## src/rtl/board_input_ctrl.sv

```systemverilog
// Board input path: synchronises and debounces switches/buttons, latches button
// presses in sticky flags and exposes them on a word-addressed CPU read port.
module board_input_ctrl #(
    parameter int unsigned SW_WIDTH        = 16,
    parameter int unsigned BTN_WIDTH       = 4,
    parameter int unsigned DEBOUNCE_CYCLES = 1000000,
    parameter logic [31:0] BASE_ADDR       = 32'h00000080
) (
    input  logic                 clk,
    input  logic                 reset,
    input  logic [SW_WIDTH-1:0]  sw,
    input  logic [BTN_WIDTH-1:0] btn,
    input  logic [31:0]          readadr,
    input  logic                 readen,
    output logic [31:0]          readdata,
    output logic                 pressflag
);

    localparam int unsigned IN_W  = SW_WIDTH + BTN_WIDTH;
    localparam int unsigned CNT_W = $clog2(DEBOUNCE_CYCLES);
    localparam logic [CNT_W-1:0] CNT_MAX = CNT_W'(DEBOUNCE_CYCLES - 1);

    logic [IN_W-1:0]      r_s1;
    logic [IN_W-1:0]      r_s2;
    logic [IN_W-1:0]      r_stable;
    logic [CNT_W-1:0]     r_cnt [IN_W];
    logic [BTN_WIDTH-1:0] r_flag;
    logic [15:0]          r_press_cnt;
    logic [31:0]          r_readdata;

    logic [IN_W-1:0]      w_done;
    logic [BTN_WIDTH-1:0] w_btn_rise;
    logic [15:0]          w_rise_cnt;
    logic [31:0]          w_offset;
    logic                 w_in_range;
    logic                 w_clear;
    logic [31:0]          w_rdata;

    // Two-flop synchroniser on the concatenated {btn, sw} pin vector
    always_ff @(posedge clk or negedge reset) begin
        if (!reset) begin
            r_s1 <= '0;
            r_s2 <= '0;
        end else begin
            r_s1 <= {btn, sw};
            r_s2 <= r_s1;
        end
    end

    // A bit commits when it has disagreed with its stable level for the full window
    always_comb begin
        for (int i = 0; i < int'(IN_W); i++) begin
            w_done[i] = (r_s2[i] != r_stable[i]) && (r_cnt[i] == CNT_MAX);
        end
    end

    always_ff @(posedge clk or negedge reset) begin
        if (!reset) begin
            r_stable <= '0;
            for (int i = 0; i < int'(IN_W); i++) begin
                r_cnt[i] <= '0;
            end
        end else begin
            for (int i = 0; i < int'(IN_W); i++) begin
                if (r_s2[i] == r_stable[i]) begin
                    r_cnt[i] <= '0;
                end else if (w_done[i]) begin
                    r_stable[i] <= r_s2[i];
                    r_cnt[i]    <= '0;
                end else begin
                    r_cnt[i] <= r_cnt[i] + CNT_W'(1);
                end
            end
        end
    end

    // Rising edge of a stable button is known in the cycle it commits
    assign w_btn_rise = w_done[IN_W-1:SW_WIDTH] & r_s2[IN_W-1:SW_WIDTH];

    always_comb begin
        w_rise_cnt = '0;
        for (int i = 0; i < int'(BTN_WIDTH); i++) begin
            w_rise_cnt = w_rise_cnt + 16'(w_btn_rise[i]);
        end
    end

    assign w_offset   = readadr - BASE_ADDR;
    assign w_in_range = (w_offset[31:4] == 28'd0) && (w_offset[1:0] == 2'b00)
                        && (readadr[1:0] == 2'b00);
    assign w_clear    = readen && w_in_range && (w_offset[3:2] == 2'd1);
    assign pressflag  = |r_flag;

    // Clear and set on the same edge: a new press wins over the read-clear
    always_ff @(posedge clk or negedge reset) begin
        if (!reset) begin
            r_flag      <= '0;
            r_press_cnt <= '0;
        end else begin
            r_flag      <= (w_clear ? '0 : r_flag) | w_btn_rise;
            r_press_cnt <= r_press_cnt + w_rise_cnt;
        end
    end

    always_comb begin
        w_rdata = '0;
        if (w_in_range) begin
            case (w_offset[3:2])
                2'd0: w_rdata = 32'(r_stable[SW_WIDTH-1:0]);
                2'd1: begin
                    w_rdata[BTN_WIDTH-1:0] = r_flag;
                    w_rdata[31]            = pressflag;
                end
                2'd2:    w_rdata = 32'(r_stable[IN_W-1:SW_WIDTH]);
                default: w_rdata = 32'(r_press_cnt);
            endcase
        end
    end

    always_ff @(posedge clk or negedge reset) begin
        if (!reset) begin
            r_readdata <= '0;
        end else if (readen) begin
            r_readdata <= w_rdata;
        end
    end

    assign readdata = r_readdata;

endmodule

```

## config.mk

```make
export PLATFORM = sky130hd
export DESIGN_NAME = board_input_ctrl
export DESIGN_NICKNAME = d
export VERILOG_FILES = /design/src/rtl/board_input_ctrl.sv
export SDC_FILE = /design/constraint.sdc
export NUM_CORES = 1
export LEC_CHECK = 0
export CORE_AREA = 2 2 193 195
export CTS_BUF_LIST = sky130_fd_sc_hd__clkbuf_4 sky130_fd_sc_hd__clkbuf_8
export DETAILED_ROUTE_END_ITERATION = 16
export DIE_AREA = 0 0 195 197
export MAX_ROUTING_LAYER = met4
export PLACE_DENSITY = 0.89
export SLEW_MARGIN = 10
export SYNTH_ARGS = -nofsm -noshare
export SYNTH_HDL_FRONTEND = slang
export SYNTH_SLANG_ARGS = --single-unit
```

## constraint.sdc

```tcl
create_clock -name clk -period 6 [get_ports clk]
set_clock_uncertainty 0.15 [all_clocks]
set_input_delay 1.2 -clock clk [delete_from_list [all_inputs] [get_ports clk]]
set_output_delay 1.2 -clock clk [all_outputs]
set_load 0.01 [all_outputs]
```

Word level (Yosys, flattened, before mapping) --
Index checks and enable logic that the tools add are counted.
Word-level totals: output and inout bits 33, register bits after elaboration 512, bits of input ports 55
Cells by class: bitwise logic cells 22, add/subtract/negate cells 25, equal/unequal tests 62, reduce and logical (&&, ||, !) cells 50, multiplexer cells 45
Operator list (count):
- 20-bit 2-to-1 mux | 40
- 20-bit by 1-bit adder with 20-bit output (second input constant) | 20
- 20-bit == test (second input constant) | 20
- 2-bit AND reduction | 20
- 32-bit 2-to-1 mux | 1
- 32-bit by 8-bit subtractor with 32-bit output (second input constant) | 1
- 28-bit zero test | 1
- 1-bit logical AND | 24
- 12-bit case mux with 2 select lines | 1
- 1-bit == test | 20
- 1-bit inequality test | 20
- 1-bit NOT | 20
- 16-bit by 4-bit adder with 16-bit output | 1
- 4-bit case mux with 3 select lines | 1
- 2-bit zero test | 3
- 3-bit by 1-bit adder with 4-bit output | 1
- 4-bit AND | 1
- 4-bit 2-to-1 mux | 1
- 4-bit bitwise OR | 1
- 4-bit OR reduction | 1
- 2-bit by 1-bit adder with 3-bit output | 1
- 1-bit by 1-bit adder with 2-bit output | 1
- 2-bit by 1-bit == test with 1-bit output (second input constant) | 1
- 2-bit == test (second input constant) | 1
- other kinds (2) | 2

Depth between registers and ports, before layout --
Gate-level depths: netlist of run 1.
depth in word-level cells 8, mapped depth 14

Worst setup path before layout of run 1 --
No wires, ideal clock.
path kind in2reg, from in readadr[7], to reg r_readdata[10], in the netlist readdata[10], cell stages on the path 10, buffers on the path 2, library setup time 0.081 ns, arrival time 3.376 ns, path slack 2.392 ns, cells stage by stage inv_1 ha_1 or3_1 or3b_1 a2111oi_2 o2111ai_1 or3_1 buf_6 buf_12 o22ai_2
Between the ends: longest elaborated chain between the ends 5
Ends and longest elaborated chain:
- start: declaration | line 13 | input logic [31:0] readadr,
- 32-bit by 8-bit subtractor with 32-bit output | line 87 | assign w_offset = readadr - BASE_ADDR;
- 28-bit zero test | line 88 | assign w_in_range = (w_offset[31:4] == 28'd0) && (w_offset[1:0] == 2'b00)
- 1-bit logical AND | line 88
- 1-bit logical AND | line 89 | && (readadr[1:0] == 2'b00);
- 32-bit 2-to-1 mux | line 106 | if (w_in_range) begin
- end signal: assignment | line 123 | r_readdata <= w_rdata;
- end: declaration | line 29 | logic [31:0] r_readdata;
Every way passes these cells. A chain may end at the register's enable or synchronous reset.

Worst setup path after layout of run 1 --
from in readadr[7], to reg r_readdata[5], in the netlist readdata[5]
Same word-level chain as after synthesis.

==> run_summary.xml, run 1 <==
<?xml version="1.0" encoding="UTF-8"?>
<metrics>
  <group name="clock_tree">
    <metric name="cts_hold_repair.buffers" unit="">0</metric>
    <metric name="cts_sinks" unit="">497</metric>
    <metric name="root_buffer" unit="">sky130_fd_sc_hd__clkbuf_8</metric>
    <metric name="cts-root-to-sink-buffers" unit="">3</metric>
    <metric name="cts_repair_resize_count" unit="">0</metric>
    <metric name="post-cts-setup-buffers" unit="">0</metric>
    <metric name="clk_pin_slew" unit="ns">0.06</metric>
    <metric name="cts-htree-levels" unit="">3</metric>
    <metric name="tritoncts" unit="">built</metric>
    <metric name="worstSkewPairLatency" unit="ns">0.64</metric>
    <metric name="cts_inserted_buffers" unit="">80</metric>
  </group>
  <group name="grt">
    <metric name="grt_use_total" unit="%">26.3</metric>
    <metric name="global_route.usage.met2" unit="%">44.3</metric>
    <metric name="first_global_vias" unit="">17500</metric>
    <metric name="groute.layer.met3.usage" unit="%">4.67</metric>
    <metric name="globalRoute.busiestLayer" unit="">met2</metric>
    <metric name="grt-ovfl-total" unit="">0</metric>
    <metric name="grt_start_max_net_pins" unit="">154</metric>
    <metric name="use_met1" unit="%">31.8</metric>
    <metric name="grt_first_pass_wirelength" unit="um">81400</metric>
    <metric name="number_of_antenna_violations_at_the_first_check_in_global_routing" unit="">1</metric>
  </group>
  <group name="routing">
    <metric name="total_wirelength_of_the_detailed_routed_design" unit="um">47500</metric>
    <metric name="drt_drc_violations_left" unit="">0</metric>
    <metric name="drtIter0Drc" unit="">1051</metric>
    <metric name="detailroute.via_count" unit="">17100</metric>
    <metric name="via_per_inst" unit="">5.74</metric>
    <metric name="detail-route-antenna-nets" unit="">0</metric>
    <metric name="firstDrtPassIters" unit="">7</metric>
    <metric name="drt_wl_cell" unit="um">16.0</metric>
  </group>
  <group name="die">
    <metric name="ios" unit="">88</metric>
    <metric name="design.core.area" unit="um^2">36300</metric>
    <metric name="fp.dieH" unit="um">197</metric>
    <metric name="floorplan.initialDensity" unit="%">64.1</metric>
    <metric name="die_area" unit="um^2">38400</metric>
    <metric name="core.rowCount" unit="">70</metric>
    <metric name="die_w" unit="um">195</metric>
  </group>
  <group name="synthesis">
    <metric name="number_of_flops_mapped_to_enable_cells_by_yosys" unit="">0</metric>
    <metric name="yosysSeqAreaShare" unit="%">53.5</metric>
    <metric name="synth-main-ff-cell" unit="">sky130_fd_sc_hd__dfrtp_1</metric>
    <metric name="yosysWarnings" unit="">0</metric>
    <metric name="synthesis.area" unit="um^2">23200</metric>
    <metric name="number_of_distinct_library_cells_after_synthesis" unit="">51</metric>
    <metric name="postSynthRegisterBits" unit="">497</metric>
    <metric name="post_synth_inst_count" unit="">2345</metric>
    <metric name="async_flop_share" unit="%">100</metric>
    <metric name="mean_cell_area_of_the_mapped_netlist" unit="um^2">9.91</metric>
  </group>
  <group name="critical_path">
    <metric name="cp.arrival" unit="ns">4.46</metric>
    <metric name="startpoint_to_endpoint_class_of_the_critical_path" unit="">in -&gt; reg</metric>
    <metric name="worst_setup_path_start_kind" unit="">input port</metric>
    <metric name="setup.worst_path.end_class" unit="">flop</metric>
    <metric name="cp.required" unit="ns">6.39</metric>
    <metric name="crit_path_max_fanout" unit="">17</metric>
  </group>
  <group name="run">
    <metric name="timing.max_cap.violations" unit="">0</metric>
  </group>
  <group name="pwr">
    <metric name="power-per-cell-area" unit="nW/um^2">265</metric>
    <metric name="fin_total_pwr" unit="mW">6.93</metric>
    <metric name="vdd_drop_max" unit="mV">0.185</metric>
    <metric name="cellLeakagePower" unit="nW">11.3</metric>
  </group>
  <group name="place">
    <metric name="gp_congestion" unit="">0.843</metric>
    <metric name="port_buffers" unit="">72</metric>
    <metric name="total_instance_count_after_detailed_placement" unit="">2831</metric>
    <metric name="placed_area" unit="um^2">24300</metric>
    <metric name="detailedPlacementHpwl" unit="um">30800</metric>
  </group>
  <group name="timing">
    <metric name="period_needed" unit="ns">4.07</metric>
    <metric name="worst_slew_margin_rel" unit="%">37.2</metric>
    <metric name="fin_crit_sh" unit="%">67.8</metric>
    <metric name="tns" unit="ns">0</metric>
    <metric name="setup_viol_count_final" unit="">0</metric>
    <metric name="slew_violations" unit="">0</metric>
    <metric name="finalHoldViolCount" unit="">0</metric>
    <metric name="tightest_slew" unit="ns">0.943</metric>
    <metric name="worst_hold_slack" unit="ns">0.200</metric>
    <metric name="rsz_0062_raised_after_global_routing" unit="">no</metric>
    <metric name="max_clock_freq" unit="MHz">246</metric>
  </group>
  <group name="final_layout">
    <metric name="post-route-cell-area" unit="um^2">26100</metric>
    <metric name="fin_cells" unit="">2972</metric>
    <metric name="multi_input_comb_area" unit="um^2">10200</metric>
    <metric name="area_growth" unit="%">12.4</metric>
    <metric name="n_fill_cell" unit="">2408</metric>
    <metric name="drive_gt1_share" unit="%">7.51</metric>
    <metric name="seq_area" unit="um^2">12400</metric>
    <metric name="fin_nets" unit="">2525</metric>
  </group>
  <group name="outcome">
    <metric name="run_status" unit="">complete, no violations</metric>
  </group>
  <group name="hold_path">
    <metric name="hold_path.class" unit="">reg -&gt; reg</metric>
  </group>
</metrics>
area by class of cell:
type                            count  share of cell area [%]
Antenna cell                        1                 0.00958
Tap cell                          468                    2.24
Timing Repair Buffer               76                    3.04
Clock inverter                     21                    1.09
Multi-Input combinational cell   1723                    39.2
Clock buffer                      119                    5.79
Inverter                           67                   0.963
Sequential cell                   497                    47.6
flip-flops by register name, indices dropped and copies added (netlist names):
name         count
r_stable        20
r_s2            20
r_press_cnt     16
r_cnt          400
r_s1            20
readdata        17
r_flag           4
logic make-up after synthesis:
kind of cell	share of synthesized area (%)
mux	1.21
flops	53.5
fa+ha+maj	1.44
xor+xnor	14.7
simple gates	24.5
buf+inv	2.59
other cells	0.0161
compound gates	2.08
Yosys cell counts, drive strengths merged, types with 10 or more instances:
| cell | instances | share of area (%) |
|---|---|---|
| clkbuf | 54 | 0.87 |
| or3 | 13 | 0.35 |
| nand2 | 191 | 3.1 |
| or4 | 10 | 0.32 |
| o21ai | 17 | 0.37 |
| dfrtp | 497 | 54 |
| nor4 | 36 | 1.0 |
| o22ai | 18 | 0.75 |
| xor2 | 247 | 9.3 |
| nand4 | 97 | 2.6 |
| and3 | 63 | 1.7 |
| and4 | 30 | 1.1 |
| inv | 67 | 1.1 |
| nor2 | 517 | 8.4 |
| ha | 22 | 1.2 |
| nor3 | 43 | 0.93 |
| xnor2 | 142 | 5.4 |
| buf | 18 | 0.64 |
| mux2 | 17 | 0.82 |
| nand3 | 160 | 3.4 |
| and2 | 14 | 0.38 |
| a22oi | 12 | 0.39 |
critical path, stage by stage:
cell and delay [ns]:
sky130_fd_sc_hd__clkdlybuf4s50_1 0.55, sky130_fd_sc_hd__inv_1 0.07, sky130_fd_sc_hd__ha_1 0.31, sky130_fd_sc_hd__or3_1 0.39, sky130_fd_sc_hd__or3b_1 0.40, sky130_fd_sc_hd__a2111oi_2 0.37, sky130_fd_sc_hd__o2111ai_1 0.20, sky130_fd_sc_hd__or3_1 0.69
sky130_fd_sc_hd__o22ai_1 0.26
metrics by stage:
| stage | utilization [%] | worst slack [ns] |
|---|---|---|
| 6_report | 72.0 | 1.93 |
| 5_1_grt | 72.0 | 1.75 |
| 4_1_cts | 72.0 | 1.99 |
| 3_5_place_dp | 67.0 | 1.30 |
| 3_3_place_gp | 67.0 | 1.43 |
| 2_1_floorplan | - | 2.39 |
layout by cell type, fill, tap and decap left out, drive strengths merged, types with 70 or more instances in the layout:
cell	synthesis	routed
nor2	517	517
dfrtp	497	497
xor2	247	247
nand2	191	191
nand3	160	160
xnor2	142	142
clkbuf	54	119
nand4	97	97
clkdlybuf4s50	0	71
inv	67	70
where the power goes:
| part | internal, mW | switching, mW |
|---|---|---|
| registers | 3.40 | 0.0430 |
| logic | 0.0840 | 0.171 |
| clock network | 1.88 | 1.35 |
| total | 5.36 | 1.57 |
per-layer routing:
metal	share of wire (%)	wire (um)
met2	51	24400
met3	4.3	2050
met4	3.0	1440
met1	41	19600
met5	0	0
worst paths after layout:
check | depth (start not counted) | end | slack (ns) | from
min reg2reg | 0 | r_s2[2] | 0.20 | r_s1[2]
max reg2reg | 12 | r_press_cnt[14] | 2.07 | r_cnt[60]
max in group asynchronous | 2 | r_cnt[281] | 3.90 | reset
min in group asynchronous | 1 | r_cnt[390] | 0.43 | reset
max | 9 | readdata[5] | 1.93 | readadr[7]
min | 0 | r_s2[2] | 0.20 | r_s1[2]
No activity file was read; power rests on OpenSTA's default activity.
==> run 2: changes to the inputs <==
--- a/config.mk
+++ b/config.mk
@@ -5,12 +5,12 @@
 export SDC_FILE = /design/constraint.sdc
 export NUM_CORES = 1
 export LEC_CHECK = 0
-export CORE_AREA = 2 2 193 195
+export CORE_AREA = 2 2 205 207
 export CTS_BUF_LIST = sky130_fd_sc_hd__clkbuf_4 sky130_fd_sc_hd__clkbuf_8
 export DETAILED_ROUTE_END_ITERATION = 16
-export DIE_AREA = 0 0 195 197
+export DIE_AREA = 0 0 207 209
 export MAX_ROUTING_LAYER = met4
-export PLACE_DENSITY = 0.89
+export PLACE_DENSITY = 0.84
 export SLEW_MARGIN = 10
 export SYNTH_ARGS = -nofsm -noshare
 export SYNTH_HDL_FRONTEND = slang
==> constraint.sdc (replaced) <==
create_clock -name clk -period 3.4 [get_ports clk]
set_clock_uncertainty 0.15 [all_clocks]
set_input_delay 0.68 -clock clk [delete_from_list [all_inputs] [get_ports clk]]
set_output_delay 0.68 -clock clk [all_outputs]
set_load 0.01 [all_outputs]
==> run_summary.xml, run 2 (same netlist as run 1, synthesis figures left out) <==
<?xml version="1.0" encoding="UTF-8"?>
<metrics>
  <group name="die">
    <metric name="core.rowCount" unit="">75</metric>
    <metric name="die_w" unit="um">207</metric>
    <metric name="ios" unit="">88</metric>
    <metric name="die_area" unit="um^2">43300</metric>
    <metric name="floorplan.initialDensity" unit="%">56.3</metric>
    <metric name="design.core.area" unit="um^2">41300</metric>
    <metric name="fp.dieH" unit="um">209</metric>
  </group>
  <group name="outcome">
    <metric name="run_status" unit="">complete, no violations</metric>
  </group>
  <group name="place">
    <metric name="detailedPlacementHpwl" unit="um">31500</metric>
    <metric name="gp_congestion" unit="">0.881</metric>
    <metric name="placed_area" unit="um^2">24800</metric>
    <metric name="pre_cts_ws" unit="ns">-0.327</metric>
    <metric name="total_instance_count_after_detailed_placement" unit="">2954</metric>
    <metric name="port_buffers" unit="">72</metric>
  </group>
  <group name="routing">
    <metric name="total_wirelength_of_the_detailed_routed_design" unit="um">46400</metric>
    <metric name="drt_drc_violations_left" unit="">0</metric>
    <metric name="detail-route-antenna-nets" unit="">0</metric>
    <metric name="drt_wl_cell" unit="um">15.0</metric>
    <metric name="detailroute.via_count" unit="">17000</metric>
    <metric name="via_per_inst" unit="">5.47</metric>
    <metric name="firstDrtPassIters" unit="">6</metric>
    <metric name="drtIter0Drc" unit="">1130</metric>
  </group>
  <group name="critical_path">
    <metric name="cp.arrival" unit="ns">3.71</metric>
    <metric name="cp.required" unit="ns">3.80</metric>
    <metric name="startpoint" unit="">r_stable[16]</metric>
    <metric name="worst-r2r-cell-count" unit="">12</metric>
    <metric name="crit_path_max_fanout" unit="">4</metric>
    <metric name="critical_path.reg2reg.endpoint" unit="">r_press_cnt[14]</metric>
    <metric name="startpoint_to_endpoint_class_of_the_critical_path" unit="">reg -&gt; reg</metric>
    <metric name="setup.worst_path.end_class" unit="">flop</metric>
    <metric name="r2r_start" unit="">r_stable[16]</metric>
    <metric name="worst_setup_path_start_kind" unit="">flop</metric>
    <metric name="r2r_slack" unit="ns">0.09</metric>
    <metric name="crit_end" unit="">r_press_cnt[14]</metric>
  </group>
  <group name="final_layout">
    <metric name="top_library_cells_by_usage_in_the_layout_fill_and_taps_aside" unit="">sky130_fd_sc_hd__nor2_1 (512), sky130_fd_sc_hd__dfrtp_1 (497), sky130_fd_sc_hd__xor2_1 (247)</metric>
    <metric name="fin_cells" unit="">3100</metric>
    <metric name="area_growth" unit="%">14.7</metric>
    <metric name="top_register" unit="">r_cnt</metric>
    <metric name="post-route-cell-area" unit="um^2">26600</metric>
    <metric name="finish.utilization" unit="%">64.5</metric>
    <metric name="largest_reg_flops" unit="">400</metric>
    <metric name="fin_nets" unit="">2583</metric>
    <metric name="drive_gt1_share" unit="%">10.0</metric>
    <metric name="final_common_cell" unit="">sky130_fd_sc_hd__nor2_1</metric>
  </group>
  <group name="hold_path">
    <metric name="worstHoldStart" unit="">r_s1[17]</metric>
    <metric name="hold_path.class" unit="">reg -&gt; reg</metric>
  </group>
  <group name="clock_tree">
    <metric name="root_buffer" unit="">sky130_fd_sc_hd__clkbuf_8</metric>
    <metric name="cts_inserted_buffers" unit="">80</metric>
    <metric name="cts-htree-levels" unit="">3</metric>
    <metric name="cts-root-to-sink-buffers" unit="">3</metric>
    <metric name="clk_pin_slew" unit="ns">0.06</metric>
    <metric name="worstSkewPairLatency" unit="ns">0.65</metric>
    <metric name="tritoncts" unit="">built</metric>
    <metric name="cts_sinks" unit="">497</metric>
  </group>
  <group name="timing">
    <metric name="max_clock_freq" unit="MHz">302</metric>
    <metric name="setup_viol_count_final" unit="">0</metric>
    <metric name="finalHoldViolCount" unit="">0</metric>
    <metric name="tightest_slew" unit="ns">0.794</metric>
    <metric name="rsz_0062_raised_after_global_routing" unit="">yes</metric>
    <metric name="period_needed" unit="ns">3.31</metric>
    <metric name="layout_setup_ws" unit="ns">0.0896</metric>
    <metric name="worst_slew_margin_rel" unit="%">46.8</metric>
    <metric name="slew_violations" unit="">0</metric>
    <metric name="fin_crit_sh" unit="%">97.4</metric>
  </group>
  <group name="pwr">
    <metric name="vdd_drop_max" unit="mV">0.333</metric>
    <metric name="power-per-cell-area" unit="nW/um^2">447</metric>
    <metric name="fin_total_pwr" unit="mW">11.9</metric>
    <metric name="cellLeakagePower" unit="nW">11.6</metric>
  </group>
  <group name="grt">
    <metric name="grt_use_total" unit="%">22.4</metric>
    <metric name="grt_first_pass_wirelength" unit="um">79800</metric>
    <metric name="first_global_vias" unit="">17400</metric>
    <metric name="grt_start_max_net_pins" unit="">86</metric>
    <metric name="grt-ovfl-total" unit="">0</metric>
    <metric name="number_of_antenna_violations_at_the_first_check_in_global_routing" unit="">1</metric>
  </group>
  <group name="run">
    <metric name="timing.max_cap.violations" unit="">0</metric>
  </group>
</metrics>
==> run 2: cell count changes in the layout (fill, tap and decap cells not counted), sizes merged <==
cell         previous run  this run
buf                     5        62
clkinv                  7        14
bufinv                  6         3
clkbuf                119       116
clkinvlp                5         3
dlygate4sd3             0         1
==> run 2: worst min-delay path by stage <==
stage	to	depth (start not counted)
6_report	r_s2[17]	0
5_1_grt	r_s2[17]	0
4_1_cts	r_s2[17]	0
3_5_place_dp	r_s2[17]	0
3_3_place_gp	r_s2[5]	0
2_1_floorplan	r_s2[0]	0
==> run 2: layout make-up <==
type	instances	area, um^2
Clock inverter	23	214
Multi-Input combinational cell	1723	10300
Clock buffer	116	1470
Timing Repair Buffer	134	1280
Sequential cell	497	12400
Antenna cell	1	2.50
Tap cell	539	674
Inverter	67	251
Fill cell	3043	14600
==> run 2: worst max-delay path: stages, from the launching register on <==
cell,delay [ns]
sky130_fd_sc_hd__dfrtp_1,0.39
sky130_fd_sc_hd__xor2_1,0.20
sky130_fd_sc_hd__nand3_1,0.09
sky130_fd_sc_hd__or3_4,0.35
sky130_fd_sc_hd__nor2_4,0.13
sky130_fd_sc_hd__nand2_2,0.08
sky130_fd_sc_hd__fa_1,0.50
sky130_fd_sc_hd__fa_2,0.40
sky130_fd_sc_hd__fa_2,0.38
sky130_fd_sc_hd__nor2_4,0.13
sky130_fd_sc_hd__nand3_4,0.14
sky130_fd_sc_hd__nor2_2,0.15
sky130_fd_sc_hd__xor2_1,0.14
==> run 2: report_power, final <==
group          switching, mW  total (mW)  internal [mW]
sequential            0.0689        6.07           6.00
clock                   2.35        5.37           3.02
combinational          0.311       0.483          0.172
==> run 2: per-layer routing <==
| metal | routed length, um | part of all wire (%) | vias to the layer above | GRT usage (%) |
|---|---|---|---|---|
| li1 | - | - | 8152 | - |
| met1 | 20100 | 43 | 8379 | 27.9 |
| met2 | 22700 | 49 | 318 | 36.1 |
| met3 | 1910 | 4.1 | 118 | 3.94 |
| met4 | 1690 | 3.6 | 0 | 9.95 |
| met5 | 0 | 0 | - | - |
==> run 2: stage by stage <==
stage	hold slack [ns]	TNS, ns
after floorplan	0.181	0
after global placement	0.184	-5.50
after detailed placement	0.187	-6.42
after CTS	0.200	0
after global routing	0.204	-0.111
final	0.197	0
==> run 2: what timing repair did <==
item / CTS / global route
endpoints found under the hold margin: 59 / 0
resized for setup: 8 / 9
setup endpoints to repair: 9 / 9
pin swaps: 5 / 8
buffers inserted: 2 / 3
hold buffers: 1 / 0
